==> src/rtl/icache_req_arbiter_pkg.sv <==
// Shared types and constants for the ICache request arbiter.
package icache_req_arbiter_pkg;

    localparam int ICACHE_ADDR_SIZE  = 40;
    localparam int ICACHE_LINE_BITS  = 128;
    localparam int LINE_OFFSET_W     = 4;
    localparam int ICACHE_LINE_TAG_W = ICACHE_ADDR_SIZE - LINE_OFFSET_W;

    typedef logic [ICACHE_LINE_TAG_W-1:0] icache_line_tag_t;

    typedef enum logic [1:0] {
        IDLE     = 2'd0,
        DMD_WAIT = 2'd1,
        PF_WAIT  = 2'd2,
        DRAIN    = 2'd3
    } icache_arb_state_t;

    // The next line would fall into the following 4 KiB page.
    function automatic logic crosses_page(input logic [7:0] tag_lo);
        return tag_lo == 8'hFF;
    endfunction

endpackage

==> src/rtl/icache_req_arbiter_if.sv <==
// ICache request/kill/response bundle between the arbiter (master) and the ICache logic (slave).
interface icache_req_arbiter_if
    import icache_req_arbiter_pkg::*;
#(
    parameter int ADDR_SIZE = ICACHE_ADDR_SIZE,
    parameter int LINE_BITS = ICACHE_LINE_BITS
);
    logic                 req_valid;
    logic                 req_ready;
    logic [ADDR_SIZE-1:0] req_vaddr;
    logic                 req_kill;
    logic                 resp_valid;
    logic [ADDR_SIZE-1:0] resp_vaddr;
    logic [LINE_BITS-1:0] resp_line;

    modport master (
        output req_valid, req_vaddr, req_kill,
        input  req_ready, resp_valid, resp_vaddr, resp_line
    );

    modport slave (
        input  req_valid, req_vaddr, req_kill,
        output req_ready, resp_valid, resp_vaddr, resp_line
    );
endinterface

==> src/rtl/icache_prefetch_buffer.sv <==
// Single-entry prefetch line buffer: one valid/tag/line entry with fill, clear and lookup.
module icache_prefetch_buffer
    import icache_req_arbiter_pkg::*;
#(
    parameter int TAG_W     = ICACHE_LINE_TAG_W,
    parameter int LINE_BITS = ICACHE_LINE_BITS
) (
    input  logic                 clk_i,
    input  logic                 rst_i,
    input  logic                 fill,
    input  logic [TAG_W-1:0]     fill_tag,
    input  logic [LINE_BITS-1:0] fill_line,
    input  logic                 clear,
    input  logic [TAG_W-1:0]     lookup_tag,
    output logic                 hit,
    output logic [LINE_BITS-1:0] line
);
    logic                 valid_reg;
    logic [TAG_W-1:0]     tag_reg;
    logic [LINE_BITS-1:0] line_reg;

    // Entry update; a clear in the same cycle as a fill wins so stale data never survives a flush.
    always_ff @(posedge clk_i) begin
        if (rst_i) begin
            valid_reg <= 1'b0;
            tag_reg   <= '0;
            line_reg  <= '0;
        end else if (clear) begin
            valid_reg <= 1'b0;
        end else if (fill) begin
            valid_reg <= 1'b1;
            tag_reg   <= fill_tag;
            line_reg  <= fill_line;
        end
    end

    assign hit  = valid_reg && (tag_reg == lookup_tag);
    assign line = line_reg;

endmodule

==> src/rtl/icache_req_arbiter.sv <==
// Arbitrates the single ICache request port between fetch demands and a next-line prefetcher,
// tracking one outstanding request with timeout replay, kill on flush/redirect, and a
// one-entry prefetch buffer that answers demand hits without touching the ICache.
module icache_req_arbiter
    import icache_req_arbiter_pkg::*;
#(
    parameter int ADDR_SIZE = ICACHE_ADDR_SIZE,
    parameter int LINE_BITS = ICACHE_LINE_BITS,
    parameter int TIMEOUT   = 64
) (
    input  logic                 clk_i,
    input  logic                 rst_i,
    input  logic                 dmd_valid_i,
    input  logic [ADDR_SIZE-1:0] dmd_vaddr_i,
    input  logic                 dmd_flush_i,
    output logic                 dmd_ready_o,
    output logic                 dmd_resp_valid_o,
    output logic [LINE_BITS-1:0] dmd_resp_line_o,
    output logic [ADDR_SIZE-1:0] dmd_resp_vaddr_o,
    input  logic                 pf_enable_i,
    icache_req_arbiter_if.master ic
);
    localparam int TAG_W = ADDR_SIZE - LINE_OFFSET_W;
    localparam int CNT_W = $clog2(TIMEOUT + 1);

    icache_arb_state_t    state_reg, state_next;
    logic [TAG_W-1:0]     tag_reg, tag_next;
    logic [TAG_W-1:0]     pf_tag_reg, pf_tag_next;
    logic                 pf_pending_reg, pf_pending_next;
    logic [CNT_W-1:0]     cnt_reg, cnt_next;
    logic [ADDR_SIZE-1:0] dmd_vaddr_reg, dmd_vaddr_next;
    logic                 resp_valid_reg, resp_valid_next;
    logic [LINE_BITS-1:0] resp_line_reg, resp_line_next;
    logic [ADDR_SIZE-1:0] resp_vaddr_reg, resp_vaddr_next;

    logic [TAG_W-1:0]         dmd_tag;
    logic [TAG_W-1:0]         resp_tag;
    logic [LINE_OFFSET_W-1:0] resp_offset_unused;
    logic                     resp_match;
    logic                     timed_out;

    logic                 buf_hit;
    logic [LINE_BITS-1:0] buf_line;
    logic                 buf_fill;
    logic                 buf_clear;

    logic             ic_req_valid;
    logic [TAG_W-1:0] ic_req_tag;
    logic             ic_req_kill;
    logic             dmd_ready;
    logic             sel_dmd;
    logic             sel_pf;
    logic             serve_hit;

    assign dmd_tag            = dmd_vaddr_i[ADDR_SIZE-1:LINE_OFFSET_W];
    assign resp_tag           = ic.resp_vaddr[ADDR_SIZE-1:LINE_OFFSET_W];
    assign resp_offset_unused = ic.resp_vaddr[LINE_OFFSET_W-1:0];
    assign resp_match         = ic.resp_valid && (resp_tag == tag_reg);
    assign timed_out          = (cnt_reg == CNT_W'(TIMEOUT));

    icache_prefetch_buffer #(
        .TAG_W     (TAG_W),
        .LINE_BITS (LINE_BITS)
    ) u_pf_buf (
        .clk_i      (clk_i),
        .rst_i      (rst_i),
        .fill       (buf_fill),
        .fill_tag   (tag_reg),
        .fill_line  (ic.resp_line),
        .clear      (buf_clear),
        .lookup_tag (dmd_tag),
        .hit        (buf_hit),
        .line       (buf_line)
    );

    // State register.
    always_ff @(posedge clk_i) begin
        if (rst_i) begin
            state_reg <= IDLE;
        end else begin
            state_reg <= state_next;
        end
    end

    // Tracking registers: outstanding tag, prefetch candidate, timeout counter and demand response.
    always_ff @(posedge clk_i) begin
        if (rst_i) begin
            tag_reg        <= '0;
            pf_tag_reg     <= '0;
            pf_pending_reg <= 1'b0;
            cnt_reg        <= '0;
            dmd_vaddr_reg  <= '0;
            resp_valid_reg <= 1'b0;
            resp_line_reg  <= '0;
            resp_vaddr_reg <= '0;
        end else begin
            tag_reg        <= tag_next;
            pf_tag_reg     <= pf_tag_next;
            pf_pending_reg <= pf_pending_next;
            cnt_reg        <= cnt_next;
            dmd_vaddr_reg  <= dmd_vaddr_next;
            resp_valid_reg <= resp_valid_next;
            resp_line_reg  <= resp_line_next;
            resp_vaddr_reg <= resp_vaddr_next;
        end
    end

    // Next-state and tracking-register update logic.
    always_comb begin
        state_next      = state_reg;
        tag_next        = tag_reg;
        pf_tag_next     = pf_tag_reg;
        pf_pending_next = pf_pending_reg;
        dmd_vaddr_next  = dmd_vaddr_reg;
        cnt_next        = (state_reg != IDLE && !timed_out) ? cnt_reg + 1'b1 : cnt_reg;
        resp_valid_next = 1'b0;
        resp_line_next  = resp_line_reg;
        resp_vaddr_next = resp_vaddr_reg;

        case (state_reg)
            IDLE: begin
                if (serve_hit) begin
                    resp_valid_next = 1'b1;
                    resp_line_next  = buf_line;
                    resp_vaddr_next = dmd_vaddr_i;
                end else if (sel_dmd && ic.req_ready) begin
                    state_next     = DMD_WAIT;
                    tag_next       = dmd_tag;
                    dmd_vaddr_next = dmd_vaddr_i;
                    cnt_next       = '0;
                end else if (sel_pf && ic.req_ready) begin
                    state_next      = PF_WAIT;
                    tag_next        = pf_tag_reg;
                    pf_pending_next = 1'b0;
                    cnt_next        = '0;
                end
            end
            DMD_WAIT: begin
                if (dmd_flush_i) begin
                    // A response landing together with the flush is dropped and nothing is left to drain.
                    state_next = resp_match ? IDLE : DRAIN;
                    cnt_next   = '0;
                end else if (resp_match) begin
                    state_next      = IDLE;
                    resp_valid_next = 1'b1;
                    resp_line_next  = ic.resp_line;
                    resp_vaddr_next = dmd_vaddr_reg;
                    pf_tag_next     = tag_reg + 1'b1;
                    pf_pending_next = !crosses_page(tag_reg[7:0]);
                end else if (ic_req_valid && ic.req_ready) begin
                    cnt_next = '0;
                end
            end
            PF_WAIT: begin
                if (dmd_flush_i) begin
                    state_next = resp_match ? IDLE : DRAIN;
                    cnt_next   = '0;
                end else if (resp_match) begin
                    state_next = IDLE;
                end else if (dmd_valid_i) begin
                    if (dmd_tag == tag_reg) begin
                        // The prefetch already in flight becomes the demand; its timer keeps running.
                        state_next     = DMD_WAIT;
                        dmd_vaddr_next = dmd_vaddr_i;
                    end else begin
                        state_next = DRAIN;
                        cnt_next   = '0;
                    end
                end
            end
            DRAIN: begin
                if (ic.resp_valid || timed_out) begin
                    state_next = IDLE;
                end
            end
            default: state_next = IDLE;
        endcase

        if (dmd_flush_i) begin
            pf_pending_next = 1'b0;
        end
    end

    // Output decode: request/kill/ready strobes and prefetch-buffer control.
    always_comb begin
        ic_req_valid = 1'b0;
        ic_req_tag   = tag_reg;
        ic_req_kill  = 1'b0;
        dmd_ready    = 1'b0;
        sel_dmd      = 1'b0;
        sel_pf       = 1'b0;
        serve_hit    = 1'b0;
        buf_fill     = 1'b0;
        buf_clear    = 1'b0;

        if (!rst_i) begin
            buf_clear = dmd_flush_i;
            case (state_reg)
                IDLE: begin
                    if (!dmd_flush_i) begin
                        dmd_ready = buf_hit || ic.req_ready;
                        if (dmd_valid_i && buf_hit) begin
                            serve_hit = 1'b1;
                            buf_clear = 1'b1;
                        end else if (dmd_valid_i) begin
                            sel_dmd      = 1'b1;
                            ic_req_valid = 1'b1;
                            ic_req_tag   = dmd_tag;
                        end else if (pf_enable_i && pf_pending_reg) begin
                            sel_pf       = 1'b1;
                            ic_req_valid = 1'b1;
                            ic_req_tag   = pf_tag_reg;
                        end
                    end
                end
                DMD_WAIT: begin
                    if (dmd_flush_i) begin
                        ic_req_kill = 1'b1;
                    end else if (!resp_match && timed_out) begin
                        ic_req_valid = 1'b1;
                    end
                end
                PF_WAIT: begin
                    if (dmd_flush_i) begin
                        ic_req_kill = 1'b1;
                    end else if (resp_match) begin
                        buf_fill = 1'b1;
                    end else if (dmd_valid_i && (dmd_tag != tag_reg)) begin
                        ic_req_kill = 1'b1;
                    end
                end
                default: ;
            endcase
        end
    end

    assign ic.req_valid = ic_req_valid;
    assign ic.req_vaddr = {ic_req_tag, {LINE_OFFSET_W{1'b0}}};
    assign ic.req_kill  = ic_req_kill;

    assign dmd_ready_o      = dmd_ready;
    assign dmd_resp_valid_o = resp_valid_reg;
    assign dmd_resp_line_o  = resp_line_reg;
    assign dmd_resp_vaddr_o = resp_vaddr_reg;

endmodule

==> src/flat_wrapper.sv <==
// flat-port wrapper written by rule: the top's interface ports become plain ports
module icache_req_arbiter_flat import icache_req_arbiter_pkg::*;
#(
    parameter int ADDR_SIZE = ICACHE_ADDR_SIZE,
    parameter int LINE_BITS = ICACHE_LINE_BITS,
    parameter int TIMEOUT   = 64
)
  (clk_i, rst_i, dmd_valid_i, dmd_vaddr_i, dmd_flush_i, dmd_ready_o, dmd_resp_valid_o, dmd_resp_line_o, dmd_resp_vaddr_o, pf_enable_i, ic_req_valid, ic_req_vaddr, ic_req_kill, ic_req_ready, ic_resp_valid, ic_resp_vaddr, ic_resp_line);
  icache_req_arbiter_if #(.ADDR_SIZE(ADDR_SIZE), .LINE_BITS(LINE_BITS)) ic_i ();
  input  logic clk_i;
  input  logic rst_i;
  input  logic dmd_valid_i;
  input  logic [ADDR_SIZE-1:0] dmd_vaddr_i;
  input  logic dmd_flush_i;
  output logic dmd_ready_o;
  output logic dmd_resp_valid_o;
  output logic [LINE_BITS-1:0] dmd_resp_line_o;
  output logic [ADDR_SIZE-1:0] dmd_resp_vaddr_o;
  input  logic pf_enable_i;
  output wire logic [$bits(ic_i.req_valid)-1:0] ic_req_valid;
  output wire logic [$bits(ic_i.req_vaddr)-1:0] ic_req_vaddr;
  output wire logic [$bits(ic_i.req_kill)-1:0] ic_req_kill;
  input wire logic [$bits(ic_i.req_ready)-1:0] ic_req_ready;
  input wire logic [$bits(ic_i.resp_valid)-1:0] ic_resp_valid;
  input wire logic [$bits(ic_i.resp_vaddr)-1:0] ic_resp_vaddr;
  input wire logic [$bits(ic_i.resp_line)-1:0] ic_resp_line;
  assign ic_req_valid = ic_i.req_valid;
  assign ic_req_vaddr = ic_i.req_vaddr;
  assign ic_req_kill = ic_i.req_kill;
  assign ic_i.req_ready = ic_req_ready;
  assign ic_i.resp_valid = ic_resp_valid;
  assign ic_i.resp_vaddr = ic_resp_vaddr;
  assign ic_i.resp_line = ic_resp_line;
  icache_req_arbiter #(.ADDR_SIZE(ADDR_SIZE), .LINE_BITS(LINE_BITS), .TIMEOUT(TIMEOUT)) u_core (.clk_i(clk_i), .rst_i(rst_i), .dmd_valid_i(dmd_valid_i), .dmd_vaddr_i(dmd_vaddr_i), .dmd_flush_i(dmd_flush_i), .dmd_ready_o(dmd_ready_o), .dmd_resp_valid_o(dmd_resp_valid_o), .dmd_resp_line_o(dmd_resp_line_o), .dmd_resp_vaddr_o(dmd_resp_vaddr_o), .pf_enable_i(pf_enable_i), .ic(ic_i));
endmodule
==> config.mk <==
export PLATFORM = sky130hd
export DESIGN_NAME = icache_req_arbiter_flat
export DESIGN_NICKNAME = d
export VERILOG_FILES = /design/src/rtl/icache_req_arbiter_pkg.sv /design/src/rtl/icache_req_arbiter_if.sv /design/src/rtl/icache_prefetch_buffer.sv /design/src/rtl/icache_req_arbiter.sv /design/src/flat_wrapper.sv
export SDC_FILE = /design/constraint.sdc
export NUM_CORES = 1
export LEC_CHECK = 0
export CORE_ASPECT_RATIO = 1.5
export CORE_MARGIN = 2
export CORE_UTILIZATION = 35
export DETAILED_ROUTE_END_ITERATION = 8
export PLACE_DENSITY = 0.66
export RECOVER_POWER = 100
export SYNTH_ARGS = -nofsm -noshare
export SYNTH_HDL_FRONTEND = slang
export SYNTH_HIERARCHICAL = 1
export SYNTH_SLANG_ARGS = --single-unit
==> constraint.sdc <==
create_clock -name clk_i -period 3.47 [get_ports clk_i]
set_input_delay 0.347 -clock clk_i [delete_from_list [all_inputs] [get_ports clk_i]]
set_output_delay 0.347 -clock clk_i [all_outputs]
set_load 0.02 [all_outputs]
==> flow_summary.html <==
<table>
<tr><th>Metric</th><th>Value</th></tr>
<tr><th colspan="2">Synthesis</th></tr>
<tr><td>Synthesized cell area</td><td>about 0.022 mm^2</td></tr>
<tr><td>Fraction of registers with async set/reset</td><td>0%</td></tr>
<tr><td>Biggest area contributors in the synthesized netlist</td><td>sky130_fd_sc_hd__dfxtp_1 41%, sky130_fd_sc_hd__mux2i_1 9.3%, sky130_fd_sc_hd__nand2_1 7.0%</td></tr>
<tr><td>Synthesis-stage register bit count</td><td>approximately 460</td></tr>
<tr><td>Average instance area after synthesis</td><td>about 8.6 um^2</td></tr>
<tr><td>Number of flops mapped to enable cells by yosys</td><td>0</td></tr>
<tr><td>Distinct cell type count of the synthesized netlist</td><td>between 50 and 60</td></tr>
<tr><td>Warning count from the yosys run</td><td>6</td></tr>
<tr><td>Seq/Total Area, Yosys</td><td>41.0%</td></tr>
<tr><td>Primary FF master, synth</td><td>sky130_fd_sc_hd__dfxtp_1</td></tr>
<tr><td>Synth top area share</td><td>between 40% and 50%</td></tr>
<tr><td>Cell taking the most area after synthesis</td><td>sky130_fd_sc_hd__dfxtp_1</td></tr>
<tr><td>Post-Synthesis Cells</td><td>around 2.6k</td></tr>
<tr><th colspan="2">Power and ir drop</th></tr>
<tr><td>Power per Cell Area</td><td>roughly 520 mW/mm^2</td></tr>
<tr><td>Internal Power</td><td>approximately 11 mW</td></tr>
<tr><td>Combinational fraction of design power</td><td>25.8%</td></tr>
<tr><td>Standby leakage power</td><td>a little over 10 nW</td></tr>
<tr><td>Net switching fraction of the power</td><td>roughly a third</td></tr>
<tr><td>Peak ir drop on the vdd network</td><td>~0.00042 V</td></tr>
<tr><td>Clk pwr share</td><td>35.1%</td></tr>
<tr><td>Part of the total power dissipated in sequential elements</td><td>around two fifths</td></tr>
<tr><td>Sw power</td><td>about 4.9 mW</td></tr>
<tr><td>Final total power</td><td>approximately 15 mW</td></tr>
<tr><th colspan="2">Setup path</th></tr>
<tr><td>Slowest Stage Delay on Critical Path</td><td>around 0.35 ns</td></tr>
<tr><td>Signal arrival time at the worst endpoint</td><td>slightly above 3 ns</td></tr>
<tr><td>Most common cell on crit path</td><td>sky130_fd_sc_hd__buf_4</td></tr>
<tr><td>Data required, critical path</td><td>between 3 and 4 ns</td></tr>
<tr><td>Critical path type</td><td>reg2out</td></tr>
<tr><td>Max FO, Critical Path</td><td>12</td></tr>
<tr><td>Kind of start point of the critical path</td><td>flop</td></tr>
<tr><td>Sum of buffers and inverters on the critical path</td><td>4</td></tr>
<tr><td>Cell at the slowest stage of the critical path</td><td>sky130_fd_sc_hd__nor4_2</td></tr>
<tr><td>Gate family responsible for the most delay along the worst path</td><td>simple AND/OR/NAND/NOR gates</td></tr>
<tr><td>Type of element capturing the critical path</td><td>primary output</td></tr>
<tr><td>Critical-path cell list</td><td>xor2_1, nor4_2, buf_4, nand4_1, nor4_4, nand2b_4, buf_8, o22ai_1, a21oi_1, buf_4, buf_2</td></tr>
<tr><th colspan="2">Worst hold path</th></tr>
<tr><td>Class of the most critical hold timing path</td><td>in2reg</td></tr>
<tr><th colspan="2">Timing</th></tr>
<tr><td>Measured slew at the worst slew-check pin</td><td>between 1 and 1.5 ns</td></tr>
<tr><td>Worst slew margin</td><td>22.8%</td></tr>
<tr><td>Hold slack final</td><td>roughly 0.33 ns</td></tr>
<tr><td>Crit path setup slack, layout</td><td>approximately 0.096 ns</td></tr>
<tr><td>Unrepaired setup endpoints after global routing</td><td>true</td></tr>
<tr><td>Max frequency</td><td>between 0.2 and 0.3 GHz</td></tr>
<tr><td>Tmin final</td><td>3.37 ns</td></tr>
<tr><td>Count of pins over their slew limit</td><td>0</td></tr>
<tr><td>Post-Route Skew</td><td>roughly 0.015 ns</td></tr>
<tr><td>Final Setup Violations</td><td>0</td></tr>
<tr><td>Final clock period utilization by the worst path</td><td>between 90% and 100%</td></tr>
<tr><td>Total count of hold-check failures in the final report</td><td>0</td></tr>
<tr><th colspan="2">Route</th></tr>
<tr><td>Number of vias after detailed routing</td><td>20.5k</td></tr>
<tr><td>First-pass DRT Iterations</td><td>5</td></tr>
<tr><td>Initial detailed-routing violation count</td><td>about 1.6k</td></tr>
<tr><td>Average via count per standard cell</td><td>roughly 5.4</td></tr>
<tr><td>Post-route DRC violation count</td><td>0</td></tr>
<tr><td>Total detailed-routing wirelength</td><td>about 76000 um</td></tr>
<tr><td>Routed wire length per instance</td><td>around 20 um</td></tr>
<tr><td>Antenna-violating nets left</td><td>0</td></tr>
<tr><th colspan="2">Layout</th></tr>
<tr><td>Number of nets at the end of the flow</td><td>roughly 3.2k</td></tr>
<tr><td>Share of post-route cells with drive strength above 1</td><td>between 10% and 20%</td></tr>
<tr><td>Post-Layout Cell Count</td><td>around 3.8k</td></tr>
<tr><td>Area growth from synthesis to layout</td><td>33.0%</td></tr>
<tr><td>Register area</td><td>approximately 0.009 mm^2</td></tr>
<tr><td>Top library cells by usage in the layout, fill and taps aside</td><td>455 x sky130_fd_sc_hd__dfxtp_1, 413 x sky130_fd_sc_hd__nand2_1, 271 x sky130_fd_sc_hd__nor2_1</td></tr>
<tr><td>Most common cell after layout, fill and taps aside</td><td>sky130_fd_sc_hd__dfxtp_1</td></tr>
<tr><td>Number of filler cells placed in the layout</td><td>6033</td></tr>
<tr><td>Total area of multi-input combinational cells</td><td>approximately 0.012 mm^2</td></tr>
<tr><th colspan="2">Clock network</th></tr>
<tr><td>Clock Path Buffers</td><td>3</td></tr>
<tr><td>Inserted Clock Buffers</td><td>between 40 and 50</td></tr>
<tr><td>Clock-pin slew of the registers on the worst-case setup and hold paths</td><td>roughly 0.060 ns</td></tr>
<tr><td>Number of buffers inserted by hold repair at cts</td><td>0</td></tr>
<tr><td>Clk Tree Root Cell</td><td>sky130_fd_sc_hd__clkbuf_16</td></tr>
<tr><td>Clk_lat worst skew</td><td>between 0.5 and 0.6 ns</td></tr>
<tr><td>CTS Sinks</td><td>around 460</td></tr>
<tr><td>Clock tree from TritonCTS</td><td>yes</td></tr>
<tr><td>Count of H-tree levels built during CTS</td><td>2</td></tr>
<tr><th colspan="2">Placement</th></tr>
<tr><td>Routability Congestion</td><td>between 0.9 and 1</td></tr>
<tr><td>Worst-case setup slack after placement</td><td>-0.513 ns</td></tr>
<tr><td>Inst Count DP</td><td>3730</td></tr>
<tr><td>Post-DP HPWL</td><td>about 54000 um</td></tr>
<tr><td>Buffers on Ports</td><td>roughly 420</td></tr>
<tr><th colspan="2">Die</th></tr>
<tr><td>Standard-cell row count</td><td>roughly 110</td></tr>
<tr><td>Starting density of the core</td><td>35.3%</td></tr>
<tr><td>Core Footprint</td><td>~0.063 mm^2</td></tr>
<tr><td>Die span in x</td><td>roughly 210 um</td></tr>
<tr><td>Die area</td><td>0.0656 mm^2</td></tr>
<tr><td>Top Ports</td><td>between 400 and 500</td></tr>
<tr><td>DIE HEIGHT</td><td>between 300 and 400 um</td></tr>
<tr><th colspan="2">Global routing</th></tr>
<tr><td>Number of global-route vias before repair</td><td>19.4k</td></tr>
<tr><td>Number of antenna violations at the first check in global routing</td><td>6</td></tr>
<tr><td>First-pass GRT wire length</td><td>about 110000 um</td></tr>
<tr><td>GR Overflow Total</td><td>0</td></tr>
<tr><td>Maximum number of pins on one net before global-route repair</td><td>about 190</td></tr>
<tr><td>Total GRT Usage</td><td>~22%</td></tr>
<tr><th colspan="2">Run status</th></tr>
<tr><td>Result of the run</td><td>completed</td></tr>
<tr><th colspan="2">Flow run</th></tr>
<tr><td>Number of max-cap violations</td><td>0</td></tr>
</table>
synthesized netlist by cell type (2+ instances only):
library cell / n
sky130_fd_sc_hd__a211oi_1: 156
sky130_fd_sc_hd__a211oi_2: 82
sky130_fd_sc_hd__a21oi_1: 186
sky130_fd_sc_hd__a22oi_1: 24
sky130_fd_sc_hd__a31oi_1: 42
sky130_fd_sc_hd__a32oi_1: 2
sky130_fd_sc_hd__and2_1: 2
sky130_fd_sc_hd__and3_1: 5
sky130_fd_sc_hd__and4_1: 2
sky130_fd_sc_hd__buf_1: 15
sky130_fd_sc_hd__buf_12: 2
sky130_fd_sc_hd__buf_2: 77
sky130_fd_sc_hd__buf_4: 19
sky130_fd_sc_hd__buf_6: 9
sky130_fd_sc_hd__buf_8: 10
sky130_fd_sc_hd__clkbuf_1: 130
sky130_fd_sc_hd__dfxtp_1: 456
sky130_fd_sc_hd__ha_1: 8
sky130_fd_sc_hd__inv_1: 13
sky130_fd_sc_hd__mux2_2: 12
sky130_fd_sc_hd__mux2i_1: 207
sky130_fd_sc_hd__nand2_1: 416
sky130_fd_sc_hd__nand2b_1: 10
sky130_fd_sc_hd__nand3_1: 17
sky130_fd_sc_hd__nand4_1: 80
sky130_fd_sc_hd__nor2_1: 276
sky130_fd_sc_hd__nor2_2: 10
sky130_fd_sc_hd__nor2b_1: 2
sky130_fd_sc_hd__nor3_1: 57
sky130_fd_sc_hd__nor4_1: 15
sky130_fd_sc_hd__nor4b_1: 2
sky130_fd_sc_hd__o21a_1: 2
sky130_fd_sc_hd__o21ai_0: 26
sky130_fd_sc_hd__o22ai_1: 12
sky130_fd_sc_hd__o311ai_1: 40
sky130_fd_sc_hd__xnor2_1: 86
sky130_fd_sc_hd__xor2_1: 60
cell families (layout without fill, tap and decap cells):
| kind of cell | after synthesis | after routing | synth area share, % |
|---|---|---|---|
| DFF | 456 | 456 | 41.0 |
| buffers and inverters | 275 | 703 | 6.35 |
| AOI/OAI and AO/OA | 582 | 582 | 19.2 |
| adders and majority gates | 8 | 8 | 0.450 |
| and+or+nand+nor | 900 | 900 | 17.3 |
| muxes | 219 | 219 | 9.92 |
| other | 1 | 11 | 0.0169 |
| xor gates and xnor gates | 146 | 146 | 5.75 |
final cells by class:
| type | count | area share (%) |
|---|---|---|
| well taps | 805 | 3.40 |
| diodes | 7 | 0.0592 |
| multi-input cells | 1859 | 40.1 |
| clock buffers | 70 | 4.68 |
| flip-flops and latches | 456 | 30.9 |
| clock inverters | 22 | 0.892 |
| repair buffers | 598 | 19.8 |
| inverters | 13 | 0.169 |
through the flow:
| stage | utilization [%] | instance area [um^2] | setup TNS, ns |
|---|---|---|---|
| after detailed placement | 44.3 | 27900 | -60.22 |
| after CTS | 47.0 | 29600 | -0.00637 |
| after global placement | 44.3 | 27900 | -56.95 |
| after global routing | 46.9 | 29600 | -0.343 |
| after floorplan | - | 22300 | 0 |
| final | 46.9 | 29600 | 0 |
worst min-delay path, stage by stage:
cell and delay, ns:
sky130_fd_sc_hd__clkdlybuf4s50_1 0.41, sky130_fd_sc_hd__nand2_1 0.06, sky130_fd_sc_hd__a21oi_1 0.05
power by group through the flow:
| stage | combinational [mW] | sequential [mW] | clock, mW |
|---|---|---|---|
| after detailed placement | 4.10 | 6.15 | 0 |
| after global routing | 4.26 | 6.08 | 5.75 |
| after CTS | 4.10 | 6.04 | 5.56 |
| after global placement | 4.07 | 6.14 | 0 |
| after floorplan | 1.97 | 6.48 | 0 |
| final | 3.97 | 6.03 | 5.40 |
final timing paths:
check        depth (start not counted)                         from  slack (ns)                        to
max                                 11  u_core/u_pf_buf/tag_reg[29]         0.1          ic_req_vaddr[21]
max reg2reg                         14            u_core/tag_reg[4]        0.20  u_core/u_pf_buf/line[10]
min                                  3             ic_resp_line[26]        0.33  u_core/u_pf_buf/line[26]
min reg2reg                          2     u_core/u_pf_buf/line[90]        0.45  u_core/u_pf_buf/line[90]
timing repair:
action                                  4_1_cts  5_1_grt
cloned                                        0        1
pin swaps                                     1        4
endpoints found under the setup margin       37       39
buffers inserted                              1        0
gates resized for setup                      74      121
layer usage:
metal	up-vias	GRT usage [%]	routed length, um
li1	9918	-	-
met1	9710	26.2	29900
met2	701	37.2	36000
met3	183	5.05	5370
met4	0	11.9	4460
met5	-	0	0
Note: power is estimated with default switching activity, not from simulation.
